<file path="config.mk">
export PLATFORM = sky130hd
export DESIGN_NAME = uart_rx_7seg
export DESIGN_NICKNAME = d
export VERILOG_FILES = /design/src/rtl/uart_rx_7seg.sv
export SDC_FILE = /design/constraint.sdc
export NUM_CORES = 1
export LEC_CHECK = 0
export CAP_MARGIN = 20
export CELL_PAD_IN_SITES_DETAIL_PLACEMENT = 0
export CELL_PAD_IN_SITES_GLOBAL_PLACEMENT = 2
export CORE_UTILIZATION = 42
export CTS_CLUSTER_SIZE = 14
export DETAILED_ROUTE_END_ITERATION = 10
export GPL_ROUTABILITY_DRIVEN = 0
export HOLD_SLACK_MARGIN = 0.05
export PLACE_DENSITY_LB_ADDON = 0.15
export SYNTH_ARGS = -nofsm -noshare
export SYNTH_HDL_FRONTEND = slang
export SYNTH_SLANG_ARGS = --single-unit
</file>
<file path="constraint.sdc">
create_clock -name clk_50m -period 6.6 [get_ports clk_50m]
set_clock_uncertainty 0.15 [all_clocks]
set_input_delay 1.32 -clock clk_50m [delete_from_list [all_inputs] [get_ports clk_50m]]
set_output_delay 1.32 -clock clk_50m [all_outputs]
set_load 0.005 [all_outputs]
</file>
<file path="src/rtl/uart_rx_7seg.sv">
`default_nettype none
// ============================================================================
// Module      : uart_rx_7seg
// Description : 8N1 UART receiver that turns ASCII hex digits into a shifting
//               multiplexed 7-segment display; also exposes raw received bytes.
// Revision    : 1.0 - initial release
// ============================================================================
module uart_rx_7seg #(
    parameter int CLK_HZ   = 50_000_000,
    parameter int BAUD     = 115200,
    parameter int DIGITS   = 4,
    parameter int SCAN_DIV = 50_000
) (
    input  logic              clk_50m,
    input  logic              sw_rst_n,
    input  logic              uart_rx,
    output logic [7:0]        rx_data_o,
    output logic              rx_valid_o,
    output logic              frame_err_o,
    output logic [7:0]        leds_o,
    output logic [DIGITS-1:0] sels_o
);

    localparam int c_BIT_CNT = CLK_HZ / BAUD;
    localparam int c_CW      = (c_BIT_CNT > 2) ? $clog2(c_BIT_CNT) : 1;
    localparam int c_SW      = (SCAN_DIV > 2) ? $clog2(SCAN_DIV) : 1;
    localparam int c_IW      = $clog2(DIGITS);
    localparam int c_BW      = DIGITS * 4;

    localparam logic [c_CW-1:0]   c_BIT_LAST  = c_CW'(c_BIT_CNT - 1);
    localparam logic [c_CW-1:0]   c_HALF_LAST = c_CW'(c_BIT_CNT / 2 - 1);
    localparam logic [c_SW-1:0]   c_SCAN_LAST = c_SW'(SCAN_DIV - 1);
    localparam logic [c_IW-1:0]   c_IDX_LAST  = c_IW'(DIGITS - 1);
    localparam logic [DIGITS-1:0] c_SEL_ONE   = DIGITS'(1);

    typedef enum logic [2:0] {
        ST_IDLE  = 3'd0,
        ST_START = 3'd1,
        ST_DATA  = 3'd2,
        ST_STOP  = 3'd3,
        ST_BREAK = 3'd4
    } rx_state_t;

    rx_state_t         state_q, state_d;
    logic [1:0]        sync_q;
    logic [c_CW-1:0]   cnt_q, cnt_d;
    logic [2:0]        bit_q, bit_d;
    logic [7:0]        shift_q, shift_d;
    logic [7:0]        data_q, data_d;
    logic              valid_q, valid_d;
    logic              ferr_q, ferr_d;
    logic [c_BW-1:0]   buf_q, buf_d;
    logic [c_SW-1:0]   scan_cnt_q, scan_cnt_d;
    logic [c_IW-1:0]   idx_q, idx_d;
    logic [DIGITS-1:0] sels_q, sels_d;
    logic [7:0]        leds_q, leds_d;

    logic       w_rx_s;
    logic       w_hex_ok;
    logic [3:0] w_nib;
    logic [3:0] w_cur_nib;

    assign w_rx_s = sync_q[1];

    function automatic logic [7:0] seg7(input logic [3:0] v);
        logic [7:0] s;
        case (v)
            4'h0: s = 8'hC0;
            4'h1: s = 8'hF9;
            4'h2: s = 8'hA4;
            4'h3: s = 8'hB0;
            4'h4: s = 8'h99;
            4'h5: s = 8'h92;
            4'h6: s = 8'h82;
            4'h7: s = 8'hF8;
            4'h8: s = 8'h80;
            4'h9: s = 8'h90;
            4'hA: s = 8'h88;
            4'hB: s = 8'h83;
            4'hC: s = 8'hC6;
            4'hD: s = 8'hA1;
            4'hE: s = 8'h86;
            default: s = 8'h8E;
        endcase
        return s;
    endfunction

    // Receive FSM: start bit is confirmed at its centre, then every bit is sampled one bit time later
    always_comb begin
        state_d = state_q;
        cnt_d   = cnt_q;
        bit_d   = bit_q;
        shift_d = shift_q;
        data_d  = data_q;
        valid_d = 1'b0;
        ferr_d  = 1'b0;
        case (state_q)
            ST_IDLE: begin
                if (!w_rx_s) begin
                    state_d = ST_START;
                    cnt_d   = '0;
                end
            end
            ST_START: begin
                if (cnt_q == c_HALF_LAST) begin
                    cnt_d   = '0;
                    bit_d   = '0;
                    state_d = w_rx_s ? ST_IDLE : ST_DATA;
                end else begin
                    cnt_d = cnt_q + 1'b1;
                end
            end
            ST_DATA: begin
                if (cnt_q == c_BIT_LAST) begin
                    cnt_d   = '0;
                    shift_d = {w_rx_s, shift_q[7:1]};
                    bit_d   = bit_q + 3'd1;
                    if (bit_q == 3'd7) begin
                        state_d = ST_STOP;
                    end
                end else begin
                    cnt_d = cnt_q + 1'b1;
                end
            end
            ST_STOP: begin
                if (cnt_q == c_BIT_LAST) begin
                    cnt_d = '0;
                    if (w_rx_s) begin
                        data_d  = shift_q;
                        valid_d = 1'b1;
                        state_d = ST_IDLE;
                    end else begin
                        ferr_d  = 1'b1;
                        state_d = ST_BREAK;
                    end
                end else begin
                    cnt_d = cnt_q + 1'b1;
                end
            end
            ST_BREAK: begin
                if (w_rx_s) begin
                    state_d = ST_IDLE;
                end
            end
            default: state_d = ST_IDLE;
        endcase
    end

    always_comb begin
        w_hex_ok = 1'b0;
        w_nib    = data_q[3:0];
        if (data_q inside {[8'h30:8'h39]}) begin
            w_hex_ok = 1'b1;
        end else if (data_q inside {[8'h41:8'h46], [8'h61:8'h66]}) begin
            w_hex_ok = 1'b1;
            w_nib    = data_q[3:0] + 4'd9;
        end
    end

    always_comb begin
        buf_d = buf_q;
        if (valid_q) begin
            if (w_hex_ok) begin
                buf_d = {buf_q[c_BW-5:0], w_nib};
            end else if (data_q == 8'h0C) begin
                buf_d = '0;
            end
        end
    end

    always_comb begin
        w_cur_nib = buf_q[3:0];
        for (int i = 0; i < DIGITS; i++) begin
            if (idx_q == c_IW'(i)) begin
                w_cur_nib = buf_q[i*4 +: 4];
            end
        end
    end

    // Select and segments reload on the same edge so no digit ever shows a neighbour's pattern
    always_comb begin
        scan_cnt_d = scan_cnt_q + 1'b1;
        idx_d      = idx_q;
        sels_d     = sels_q;
        leds_d     = leds_q;
        if (scan_cnt_q == c_SCAN_LAST) begin
            scan_cnt_d = '0;
            sels_d     = ~(c_SEL_ONE << idx_q);
            leds_d     = seg7(w_cur_nib);
            idx_d      = (idx_q == c_IDX_LAST) ? '0 : idx_q + 1'b1;
        end
    end

    always_ff @(posedge clk_50m or negedge sw_rst_n) begin
        if (!sw_rst_n) begin
            sync_q     <= 2'b11;
            state_q    <= ST_IDLE;
            cnt_q      <= '0;
            bit_q      <= '0;
            shift_q    <= '0;
            data_q     <= '0;
            valid_q    <= 1'b0;
            ferr_q     <= 1'b0;
            buf_q      <= '0;
            scan_cnt_q <= '0;
            idx_q      <= '0;
            sels_q     <= '1;
            leds_q     <= 8'hFF;
        end else begin
            sync_q     <= {sync_q[0], uart_rx};
            state_q    <= state_d;
            cnt_q      <= cnt_d;
            bit_q      <= bit_d;
            shift_q    <= shift_d;
            data_q     <= data_d;
            valid_q    <= valid_d;
            ferr_q     <= ferr_d;
            buf_q      <= buf_d;
            scan_cnt_q <= scan_cnt_d;
            idx_q      <= idx_d;
            sels_q     <= sels_d;
            leds_q     <= leds_d;
        end
    end

    assign rx_data_o   = data_q;
    assign rx_valid_o  = valid_q;
    assign frame_err_o = ferr_q;
    assign leds_o      = leds_q;
    assign sels_o      = sels_q;

endmodule
`default_nettype wire

</file>
==> results.cfg <==
[flow_run]
cap_violations = 0

[critical_path]
path_depth = 1
cpPeakStageDelay_ns = 0.54
timing.rr.end = leds_o[3]$_DFFE_PN1N_
crit_family = flip-flops
setup.worst_path.class = reg2out
arrival_ns = 1.38
slowest_stage = dfstp_2
rrSetupSlack_ns = 3.75
start_kind = register
path_cells = clkdlybuf4s50_1
crit_buf_inv = 1
path_max_fanout = 2
cp.required_ns = 5.13
r2r_cells = 10
r2r_start = idx_q[1]$_DFFE_PN0N_
worst_setup_path_end_kind = output pin

[grt]
grt_pass1_wl_mm = 13.2
grt_pass1_vias = 2714
antenna_found_initial = 0
grtUsageTotal_pct = 16.7
overflow = 0
grt_start_max_net_pins = 81

[route]
ant_nets = 0
wl_per_cell_um = 13.5
dr.pass1.iters = 4
drt_iter0_markers = 86
vias = 2845
drc = 0
drt-vias-per-instance = 5.09
routed_wl_mm = 7.56

[sta]
period_needed_ns = 2.85
whs_ns = 0.210
setup_viol = 0
fin_setup_tns_ns = 0
worstMarginPinSlew_ns = 0.803
fin_crit_sh_pct = 43.2
timing.fmax_mhz = 351
hold_viol_final = 0
maxSlewHeadroom_pct = 46.4
maxSlewViolCount = 0
rsz0062_at_grt = false

[clock_network]
cts_buffer_depth = 2
root_buffer = clkbuf_8
cts_buffers = 9
clkLatencyLatePin_ns = 0.35
cts_hold_buffers = 0
cts.clk_slew.worst_paths_ns = 0.09
clock-sinks = 80
cts_resized = 0
postCtsSetupBuffers = 0
htree_levels = 3
cts_tree = done

[yosys]
ys_top_cells_by_count = nand2_1, dfrtp_1, nor2_1, o21ai_0, ha_1
synth_most_common_cell = nand2_1
ys.flop_type = dfrtp_1
synth_nets = 427
yosysUniqueCellTypes = 57
yosys_warnings = 0
ys_ff_latch = 80
syn_inst = 405
syn_area_per_cell_um2 = 10.0
syn_area_um2 = 4070
synthArstFlopShare_pct = 100
synthTopCellsByArea = dfrtp_1, dfstp_2, nand2_1
yosysTopAreaCell = dfrtp_1
synth_edf_count = 0
synth_top_area_share_pct = 41.2
yosysSeqAreaShare_pct = 49.6

[finish]
multi_input_area_um2 = 1910
synthToLayoutAreaGrowth_pct = 13.1
regArea_um2 = 2020
diodes = 0
post_layout_nonfiller_instances = 559
nNetsFinal = 447
n_fill_cell = 909
drive_above_1_share_pct = 11.9
utilization_pct = 49.3

[die]
die_area_um2 = 10100
core-area_um2 = 9330
ios = 25
rows = 35
die_y_um = 100
initial_core_util_pct = 43.6
die_x_um = 100

[pwr]
powerDensity_nw_per_um2 = 188
power_switching_w = 0.000197
leakagePower_nw = 2.04
combPwrFrac_pct = 1.5
p_seq_share_pct = 56.8
vdd_drop_max_mv = 0.110
sw_frac_of_total_pct = 22.8
clkPwrFrac_pct = 41.7
p_int_w = 0.000669

[hold_path]
hp-start = sync_q[0]$_DFF_PN1_
min_to = sync_q[1]$_DFF_PN1_
holdPathStages = 0
hp-class = reg2reg

[placement]
dp_hpwl_mm = 5.08
io_buffers = 23
place_inst = 542

[status]
outcome = completed
==> worst reg2reg max path, cell delays in order, from the launching register on <==
cell	delay, ns
dfrtp_1	0.41
inv_1	0.10
ha_1	0.31
mux2_2	0.38
o221ai_1	0.39
inv_1	0.17
ha_1	0.23
inv_1	0.08
nor2_1	0.06
a2111oi_0	0.38
a311oi_1	0.09
==> logic make-up after synthesis <==
family                     count (synthesis)  share of synthesized area, %
and+or+nand+nor                          163                          20.1
DFF                                       80                          49.6
AOI/OAI and AO/OA                         77                          12.4
buffers and inverters                     30                          3.38
muxes                                     21                          5.51
adders and majority gates                 19                          5.84
xor gates and xnor gates                  14                          3.01
other                                      1                        0.0922
==> cell usage in the layout (no fill, tap or decap), types with 2 or more instances in the layout <==
| master | Yosys | final |
|---|---|---|
| dfstp_2 | 13 | 13 |
| clkbuf_8 | 0 | 9 |
| nor3_1 | 4 | 4 |
| clkinvlp_4 | 0 | 2 |
| nor4b_1 | 2 | 2 |
| nand4b_1 | 2 | 2 |
| nor2_1 | 33 | 33 |
| nand4bb_1 | 2 | 2 |
| mux2_2 | 11 | 11 |
| ha_1 | 19 | 19 |
| nor2b_1 | 11 | 11 |
| clkdlybuf4s50_1 | 0 | 22 |
| nand3_1 | 11 | 11 |
| a22o_1 | 7 | 7 |
| a221oi_1 | 3 | 3 |
| nand2_1 | 69 | 69 |
| a31oi_1 | 2 | 2 |
| nor3b_1 | 4 | 4 |
| a211o_1 | 3 | 3 |
| mux2i_1 | 10 | 10 |
| o21ai_1 | 2 | 2 |
| and2_1 | 3 | 3 |
| nor4_4 | 2 | 2 |
| nand4_1 | 4 | 4 |
| dfrtp_1 | 67 | 67 |
| xnor2_1 | 7 | 7 |
| o21ai_0 | 30 | 30 |
| nor4_1 | 4 | 4 |
| inv_1 | 15 | 15 |
| a21oi_1 | 15 | 15 |
| clkinv_2 | 0 | 2 |
| and3_1 | 2 | 2 |
| clkinv_4 | 0 | 2 |
| o21a_1 | 2 | 2 |
| xor2_1 | 7 | 7 |
| nand2b_1 | 2 | 2 |
==> final cells by class <==
| type | count | area share, % |
|---|---|---|
| clock buffers | 9 | 2.69 |
| clock inverters | 7 | 1.58 |
| inverters | 15 | 1.22 |
| multi-input cells | 295 | 41.6 |
| flip-flops and latches | 80 | 43.9 |
| well taps | 129 | 3.51 |
| repair buffers | 24 | 5.55 |
==> flip-flops by register name, summed over array words and instances (netlist names) <==
name         cells
rx_data_o        8
leds_o           7
idx_q            2
scan_cnt_q      16
sels_o           4
cnt_q            9
rx_valid_o       1
shift_q          8
frame_err_o      1
bit_q            3
buf_q           16
sync_q           2
state_q          3
==> layer usage <==
metal | share of wire [%] | global-route usage [%] | wire (um) | vias up
li1 | - | - | - | 1448
met1 | 50 | 22.7 | 3790 | 1363
met2 | 46 | 26.3 | 3500 | 27
met3 | 2.3 | 3.97 | 176 | 7
met4 | 1.2 | 5.35 | 93 | 0
met5 | 0 | 0 | 0 | -
==> how the worst max path moves through the flow <==
stage / startpoint / end / slack (ns)
3_3_place_gp: idx_q[1]$_DFFE_PN0N_ / leds_o[3]$_DFFE_PN1N_ / 3.87
6_report: sels_o[3]$_DFFE_PN1N_ / sels_o[3] / 3.75
2_1_floorplan: idx_q[1]$_DFFE_PN0N_ / leds_o[3]$_DFFE_PN1N_ / 4.11
3_5_place_dp: idx_q[1]$_DFFE_PN0N_ / leds_o[3]$_DFFE_PN1N_ / 3.76
5_1_grt: idx_q[1]$_DFFE_PN0N_ / leds_o[3]$_DFFE_PN1N_ / 3.52
4_1_cts: rx_data_o[2]$_DFFE_PN0P_ / rx_data_o[2] / 3.72
==> power groups by stage <==
stage | registers, W | clock network, W | logic, W
3_3_place_gp | 0.000501 | 0 | 0.0000117
6_report | 0.000492 | 0.000361 | 0.0000129
4_1_cts | 0.000492 | 0.000378 | 0.0000119
5_1_grt | 0.000492 | 0.000397 | 0.0000155
3_5_place_dp | 0.000501 | 0 | 0.0000119
2_1_floorplan | 0.000501 | 0 | 0.00000112
==> stage by stage <==
stage | total power (W) | setup WS, ns | instance area [um^2]
2_1_floorplan | 0.000502 | 4.11 | 4070
3_3_place_gp | 0.000513 | 3.87 | 4380
3_5_place_dp | 0.000513 | 3.76 | 4380
4_1_cts | 0.000882 | 3.72 | 4570
5_1_grt | 0.000904 | 3.52 | 4600
6_report | 0.000866 | 3.75 | 4600
Note: power is estimated with default switching activity, not from simulation.
